===== src/rtl/reg_writeback.sv =====
// reg_writeback: register-file write-port master.
// Merges the ALU result stream (fixed priority, never stalls) with the
// memory-load result stream (queued in a small FIFO with backpressure) into
// one registered write per cycle. A younger ALU write cancels any queued
// load to the same register; cancelled entries still drain as bubbles.
module reg_writeback #(
  parameter int DW    = 16,
  parameter int AW    = 4,
  parameter int DEPTH = 4
) (
  input  logic              clk_i,
  input  logic              rst_i,
  input  logic              alu_valid_i,
  input  logic [AW-1:0]     alu_addr_i,
  input  logic [DW-1:0]     alu_data_i,
  input  logic              mem_valid_i,
  output logic              mem_ready_o,
  input  logic [AW-1:0]     mem_addr_i,
  input  logic [DW-1:0]     mem_data_i,
  output logic              wrv_o,
  output logic [AW-1:0]     waddr_o,
  output logic [DW-1:0]     wdata_o,
  output logic [2**AW-1:0]  pending_o
);

  localparam int PW = (DEPTH > 1) ? $clog2(DEPTH) : 1;
  localparam int CW = $clog2(DEPTH + 1);
  localparam logic [CW-1:0] FULL_CNT = CW'(DEPTH);

  // FIFO storage; live is cleared on pop so live implies occupied.
  logic [AW-1:0]    fifo_addr_q [DEPTH];
  logic [AW-1:0]    fifo_addr_d [DEPTH];
  logic [DW-1:0]    fifo_data_q [DEPTH];
  logic [DW-1:0]    fifo_data_d [DEPTH];
  logic [DEPTH-1:0] fifo_live_q;
  logic [DEPTH-1:0] fifo_live_d;

  logic [PW-1:0]    rd_ptr_q, rd_ptr_d;
  logic [PW-1:0]    wr_ptr_q, wr_ptr_d;
  logic [CW-1:0]    count_q,  count_d;

  logic             wrv_q,   wrv_d;
  logic [AW-1:0]    waddr_q, waddr_d;
  logic [DW-1:0]    wdata_q, wdata_d;

  logic             alu_wr;
  logic             mem_acc;
  logic             push;
  logic             pop;
  logic             push_live;
  logic [2**AW-1:0] pending;

  // Handshake and arbitration terms; readiness depends on state only.
  assign mem_ready_o = (count_q != FULL_CNT);
  assign alu_wr      = alu_valid_i & (alu_addr_i != '0);
  assign mem_acc     = mem_valid_i & mem_ready_o;
  assign push        = mem_acc & (mem_addr_i != '0);
  assign pop         = ~alu_wr & (count_q != '0);
  // The load is older than a same-cycle ALU write to the same register.
  assign push_live   = ~(alu_wr & (mem_addr_i == alu_addr_i));

  // Next-state: cancellation, issue select, FIFO push/pop and occupancy.
  always_comb begin
    fifo_addr_d = fifo_addr_q;
    fifo_data_d = fifo_data_q;
    fifo_live_d = fifo_live_q;
    rd_ptr_d    = rd_ptr_q;
    wr_ptr_d    = wr_ptr_q;
    count_d     = count_q;
    wrv_d       = 1'b0;
    waddr_d     = waddr_q;
    wdata_d     = wdata_q;

    if (alu_wr) begin
      for (int i = 0; i < DEPTH; i++) begin
        if (fifo_addr_q[i] == alu_addr_i) begin
          fifo_live_d[i] = 1'b0;
        end
      end
      wrv_d   = 1'b1;
      waddr_d = alu_addr_i;
      wdata_d = alu_data_i;
    end else if (pop) begin
      wrv_d                 = fifo_live_q[rd_ptr_q];
      waddr_d               = fifo_addr_q[rd_ptr_q];
      wdata_d               = fifo_data_q[rd_ptr_q];
      fifo_live_d[rd_ptr_q] = 1'b0;
      rd_ptr_d              = rd_ptr_q + 1'b1;
    end

    // Push never lands on the head slot being popped: that needs a full FIFO.
    if (push) begin
      fifo_addr_d[wr_ptr_q] = mem_addr_i;
      fifo_data_d[wr_ptr_q] = mem_data_i;
      fifo_live_d[wr_ptr_q] = push_live;
      wr_ptr_d              = wr_ptr_q + 1'b1;
    end

    case ({push, pop})
      2'b10:   count_d = count_q + 1'b1;
      2'b01:   count_d = count_q - 1'b1;
      default: count_d = count_q;
    endcase
  end

  // Outstanding-load map from registered FIFO state.
  always_comb begin
    pending = '0;
    for (int i = 0; i < DEPTH; i++) begin
      if (fifo_live_q[i]) begin
        pending[fifo_addr_q[i]] = 1'b1;
      end
    end
    pending[0] = 1'b0;
  end

  assign pending_o = pending;

  // State registers; reset drops all queued loads and suppresses writes.
  always_ff @(posedge clk_i or posedge rst_i) begin
    if (rst_i) begin
      for (int i = 0; i < DEPTH; i++) begin
        fifo_addr_q[i] <= '0;
        fifo_data_q[i] <= '0;
      end
      fifo_live_q <= '0;
      rd_ptr_q    <= '0;
      wr_ptr_q    <= '0;
      count_q     <= '0;
      wrv_q       <= 1'b0;
      waddr_q     <= '0;
      wdata_q     <= '0;
    end else begin
      fifo_addr_q <= fifo_addr_d;
      fifo_data_q <= fifo_data_d;
      fifo_live_q <= fifo_live_d;
      rd_ptr_q    <= rd_ptr_d;
      wr_ptr_q    <= wr_ptr_d;
      count_q     <= count_d;
      wrv_q       <= wrv_d;
      waddr_q     <= waddr_d;
      wdata_q     <= wdata_d;
    end
  end

  assign wrv_o   = wrv_q;
  assign waddr_o = waddr_q;
  assign wdata_o = wdata_q;

endmodule


===== config.mk =====
export PLATFORM = sky130hd
export DESIGN_NAME = reg_writeback
export DESIGN_NICKNAME = d
export VERILOG_FILES = /design/src/rtl/reg_writeback.sv
export SDC_FILE = /design/constraint.sdc
export NUM_CORES = 1
export LEC_CHECK = 0
export ABC_CLOCK_PERIOD_IN_PS = 7150
export CORE_ASPECT_RATIO = 1.4
export CORE_UTILIZATION = 40
export DETAILED_ROUTE_END_ITERATION = 10
export GPL_ROUTABILITY_DRIVEN = 1
export GPL_TIMING_DRIVEN = 0
export PLACE_DENSITY = 0.63
export SYNTH_ARGS = -nofsm -noshare
export SYNTH_HDL_FRONTEND = slang
export SYNTH_SLANG_ARGS = --single-unit

===== constraint.sdc =====
create_clock -name clk_i -period 7.15 [get_ports clk_i]
set_input_delay 2.145 -clock clk_i [delete_from_list [all_inputs] [get_ports clk_i]]
set_output_delay 2.145 -clock clk_i [all_outputs]
set_load 0.01 [all_outputs]

* Word-level counts from Yosys, hierarchy flattened
Index checks and enable logic that the tools add are counted.
Storage, ports and cells: input port bits 44, bits in registers 112, word-level logic and storage cells 114
Operators by class: reduce and logical (&&, ||, !) cells 13, bitwise logic cells 14, mux-type cells 45, add/subtract/negate cells 4, magnitude comparators 15, equality and inequality tests 8
Operator list (number):
- $mux 16 | 9
- $bwmux 64 | 1
- $or 16x16->16 | 3
- $bmux 16 s2 | 1
- $demux 16 s2 | 1
- $mux 4 | 8
- $eq 4x4->1 | 5
- $lt 4x5->1 const B | 4
- $bwmux 16 | 1
- $demux 1 s4 | 4
- $ge 4x1->1 const B | 4
- $mux 1 | 13
- $bmux 4 s2 | 1
- $demux 4 s2 | 1
- $reduce_bool 4->1 | 2
- $logic_and 1x1->1 | 7
- $ge 3x3->1 const B | 2
- $lt 2x3->1 const B | 2
- $not 2->3 | 2
- $pmux 3 s2 | 1
- $and 1x1->1 | 5
- $add 2x1->2 const B | 2
- $and 4x4->4 | 1
- $bwmux 4 | 1
- other kinds (14) | 18

* Depth between registers and ports, before layout
depth in word-level cells 11, gate-level depth with buffers 9, gate-level depth less buffers 9

* Worst setup path after synthesis
Ideal clock, no wire load.
path type input -> register, start input alu_addr_i[0], end register count_q[2], path buffers 1, path slack 3.108 ns, cell stages on the path 9, data arrival time 3.963 ns, setup time 0.079 ns, cell sequence buf_4 > o41a_4 > nor2_8 > ha_1 > inv_1 > fa_1 > xor2_1 > nor2_1 > xor2_1
On the way: longest elaborated chain between the ends 6, elaborated cells on any way between the ends 8, those cells by class eq/ne: 2; mux: 1; bitwise: 3; reduce/logical: 2
Ends and longest elaborated chain:
- from (decl) | RTL line 14 | input logic [AW-1:0] alu_addr_i,
- $reduce_bool 4->1 (*) | RTL line 55 | assign alu_wr = alu_valid_i & (alu_addr_i != '0);
- $and 1x1->1 (*) | RTL line 55
- $not 1->1 (no source line) (*)
- $and 1x1->1 (*) | RTL line 58 | assign pop = ~alu_wr & (count_q != '0);
- $eq 2x1->1 / $eq 2x2->1 (equally long branches) | RTL line 99 | case ({push, pop})
- $pmux 3 s2 / $reduce_bool 2->1 (equally long branches)
- to (signal assigned) | RTL line 139 | count_q <= count_d;
- to (decl) | RTL line 40 | logic [CW-1:0] count_q, count_d;
Mark *: on every way between the ends. The rest lies on a longest branch, timed or not. A chain may end at the register's enable or synchronous reset.

* Final worst setup path
start register fifo_addr_q[8] (netlist name), end output pending_o[13]
On the way: longest elaborated chain between the ends 10, elaborated cells on any way between the ends 11, those cells by class order compare: 2; mux: 5; bitwise: 3; reduce/logical: 1
Ends and longest elaborated chain:
- from (decl) | RTL line 31 | logic [AW-1:0] fifo_addr_q [DEPTH];
- from (signal assigned) | RTL line 134 | fifo_addr_q <= fifo_addr_d;
- $lt 4x5->1 (not written as such) / $ge 4x1->1 (equally long branches) | RTL line 111 | pending[fifo_addr_q[i]] = 1'b1;
- $logic_and 1x1->1 (not written as such) | RTL line 111
- $mux 1 (not written as such) | RTL line 111
- $demux 1 s4 (*) | RTL line 111
- $or 16x16->16 (no source line) (*)
- $mux 16 (*) | RTL line 110 | if (fifo_live_q[i]) begin
- $or 16x16->16 (no source line)
- $mux 16 (*) | RTL line 110
- $or 16x16->16 (no source line)
- $mux 16 (*) | RTL line 110
- to (decl) | RTL line 23 | output logic [2**AW-1:0] pending_o
Marked as above.

==> metrics <==
status=finished clean; # rows=52; gr usage total=just over 20%; multi-input logic area=approximately 2800 µm²; core footprint=14,440 µm²; crit-path max FO=7; sequential area share after synthesis=a little under half; Switch Pwr=1185 µW; IO buf count=between 70 and 80; GR Layer Usage met1=about a quarter; post-route ant nets=0; Tmin final=~4400 ps; hold path cells=1; post-CTS sizing=0; initial core utilization=40.83%; crit start category=flip-flop; Tightest Pin Transition=between 600 and 700 ps; Final Hold Viols=0; DIE AREA=roughly 15,000 µm²; Vias=~4,100; fin area=between 7000 and 8000 µm²; chip width=104.6 µm; Worst R2R Path Depth=6; Via density=roughly 5.5; die height=between 100 and 150 µm; post-DR wirelength/cell=19.74 µm; pwr/cell area=459.1 nW/µm²; Worst Skew=~7 ps; Syn Inst Count=462; most frequent cells in the layout=dfrtp_1, mux2_2, clkdlybuf4s50_1; Clk Latency, worst-skew pair=350 ps; synth warn=0; drt first pass iters=4; Sequential Power Share=approximately a third; WS Path Type=flip-flop to output port; commonest non-fill, non-tap cell in the layout=dfrtp_1; I/O Pins=82; Switching Share=a little over a third; Critical Path AT=roughly 2300 ps; DPL Wire Length=10,750 µm; leakage power=0.002982 µW; Clock Sinks=112; DR DRC count=0; H-tree level count=3; Final Max Slew Viols=0; fraction of registers with async set/reset=100.0%; worst hold slack=503.7 ps; max cap viols=0; Logic pwr share=a little under 50%; VDD IR max=~0.24 mV; largest net degree at the start of global routing=74; fmax=0.2248 GHz; Sequential cell area=about 2800 µm²; final setup fails=0; post-CTS setup repair buffer count=0; filler instances=approximately 1,300; Crit Reg-Reg Startpoint=rd_ptr_q[0]; post-synthesis cell type count=43; Hold Buf Count CTS=0; GR Overflow Total=0; top_reg_cell synth=dfrtp_1; met2 usage=a little over a third; share of layout cells above drive strength 1=approximately 27%; setup tns final=0 ps; Max transition margin=between 50% and 60%; vias in the first global route=~4,400; CTS tree=yes; routing usage on met3=3.717%; area delta synth->final=22.83%; Worst Setup SP=fifo_addr_q[8]; Post-synth EDFFs=0; total CTS buffers=9; P_int=approximately 2100 µW; global-route wire length before repair=roughly 24,000 µm; final period utilization=~62%; Hold Path Class=flip-flop to flip-flop; GRT busiest layer=met2; mapped cell area=~5900 µm²; routed wire length=about 15,000 µm; Synth Register Bits=between 100 and 150; Antenna Cells=0; Placer Congestion=approximately 0.92; Avg Inst Size Synth=around 13 µm²; initial antenna violation count=0; CTS Buffer Depth=2; unrepaired setup endpoints after global routing=false; Reg clk slew, reported paths=approximately 70 ps; Nets=a little over 600; CP endpoint kind=output port; Root Driver=clkbuf_16; clock power share=about 16%; Post-Syn Nets=~520; Post-DP Area=about 6900 µm²; WP data required=5010 ps; Hold Path Origin=fifo_data_q[33]; DRT iter0 DRCs=between 150 and 200
worst max-delay path, stage by stage, from the launching register on:
cell,delay [ps]
dfrtp_1,500
nor3b_1,580
a32oi_1,210
o221ai_1,110
clkdlybuf4s50_1,560
metal layers:
metal	wire [µm]	share of wire, %
met1	6041	41
met5	0	0
met2	7623	52
met3	650	4.4
met4	374	2.5
kinds of logic (layout without fill, tap and decap cells):
group	after synthesis	in the layout	synth area share, %
multiplexers	126	126	27.75
flip-flops	112	112	47.53
AND/OR/NAND/NOR	78	78	6.747
AO/OA/AOI/OAI	61	61	7.681
buffers and inverters	49	142	4.265
XOR/XNOR	25	25	3.713
adder cells (fa/ha/maj)	10	10	2.249
other	1	1	0.06359
path summary, 6_finish.rpt:
kind	to	slack, ps
min reg2reg	fifo_data_q[33]	500
max in group asynchronous	waddr_o[3]	4240
min	fifo_data_q[33]	500
min in group asynchronous	fifo_data_q[34]	2190
max	pending_o[13]	2700
max reg2reg	fifo_live_q[0]	5090
cell type report:
cell class	count	area share, %
Multi-Input combinational cell	301	39.25
Sequential cell	112	38.69
Timing Repair Buffer	77	10.88
Tap cell	189	3.265
Clock buffer	10	3.161
Buffer	33	2.643
Clock inverter	6	1.244
Inverter	16	0.8637
synthesized netlist by cell type (2+ instances only):
cell type / instances / share of area [%]
ha_1: 9 / 1.9
a32oi_1: 8 / 1.2
buf_2: 9 / 0.76
nor3_1: 6 / 0.51
nor2b_1: 5 / 0.53
nand2_1: 38 / 2.4
mux4_2: 21 / 8.0
xnor2_1: 5 / 0.74
clkbuf_1: 11 / 0.70
mux2i_1: 21 / 3.6
o21ai_0: 24 / 2.0
o22ai_1: 3 / 0.32
a22oi_1: 2 / 0.25
o221ai_1: 6 / 0.89
nand2b_1: 2 / 0.21
a221oi_2: 2 / 0.51
buf_4: 11 / 1.4
nor3b_1: 3 / 0.38
and3_1: 3 / 0.32
nor2_1: 6 / 0.38
inv_1: 16 / 1.0
mux2_2: 82 / 16
dfrtp_1: 112 / 48
a221o_1: 4 / 0.68
xor2_1: 20 / 3.0
nand3b_1: 4 / 0.51
buf_6: 2 / 0.38
nor4_1: 4 / 0.42
nand3_1: 4 / 0.34
mux2_4: 2 / 0.51
a31oi_1: 2 / 0.21
o41ai_1: 2 / 0.30
a221oi_1: 2 / 0.30
o211ai_1: 2 / 0.25
power by group through the flow:
stage                     Sequential (µW)  Clock, µW  Combinational [µW]
final                                1170        539                1610
after global routing                 1220        579                1740
after CTS                            1170        554                1620
after detailed placement             1190          0                1610
after global placement               1170          0                1580
after floorplan                      1140          0                1080
state kept, by name (all words and copies together), names as in the netlist, 2 cells and up:
name and cells:
wdata_o 16, fifo_live_q 4, count_q 3, wr_ptr_q 2, waddr_o 4, fifo_addr_q 16, rd_ptr_q 2, fifo_data_q 64
through the flow:
stage / total power [µW] / util (%) / std cells / setup slack, ps
finish: 3325 / 50.15 / 744 / 2701
global route: 3537 / 50.15 / 744 / 2600
floorplan: 2228 / - / 462 / 2046
CTS: 3350 / 50.15 / 744 / 2753
detailed placement: 2798 / 47.94 / 728 / 2646
global placement: 2745 / 47.73 / 727 / 578.4
(Power assumes the default switching activity.)
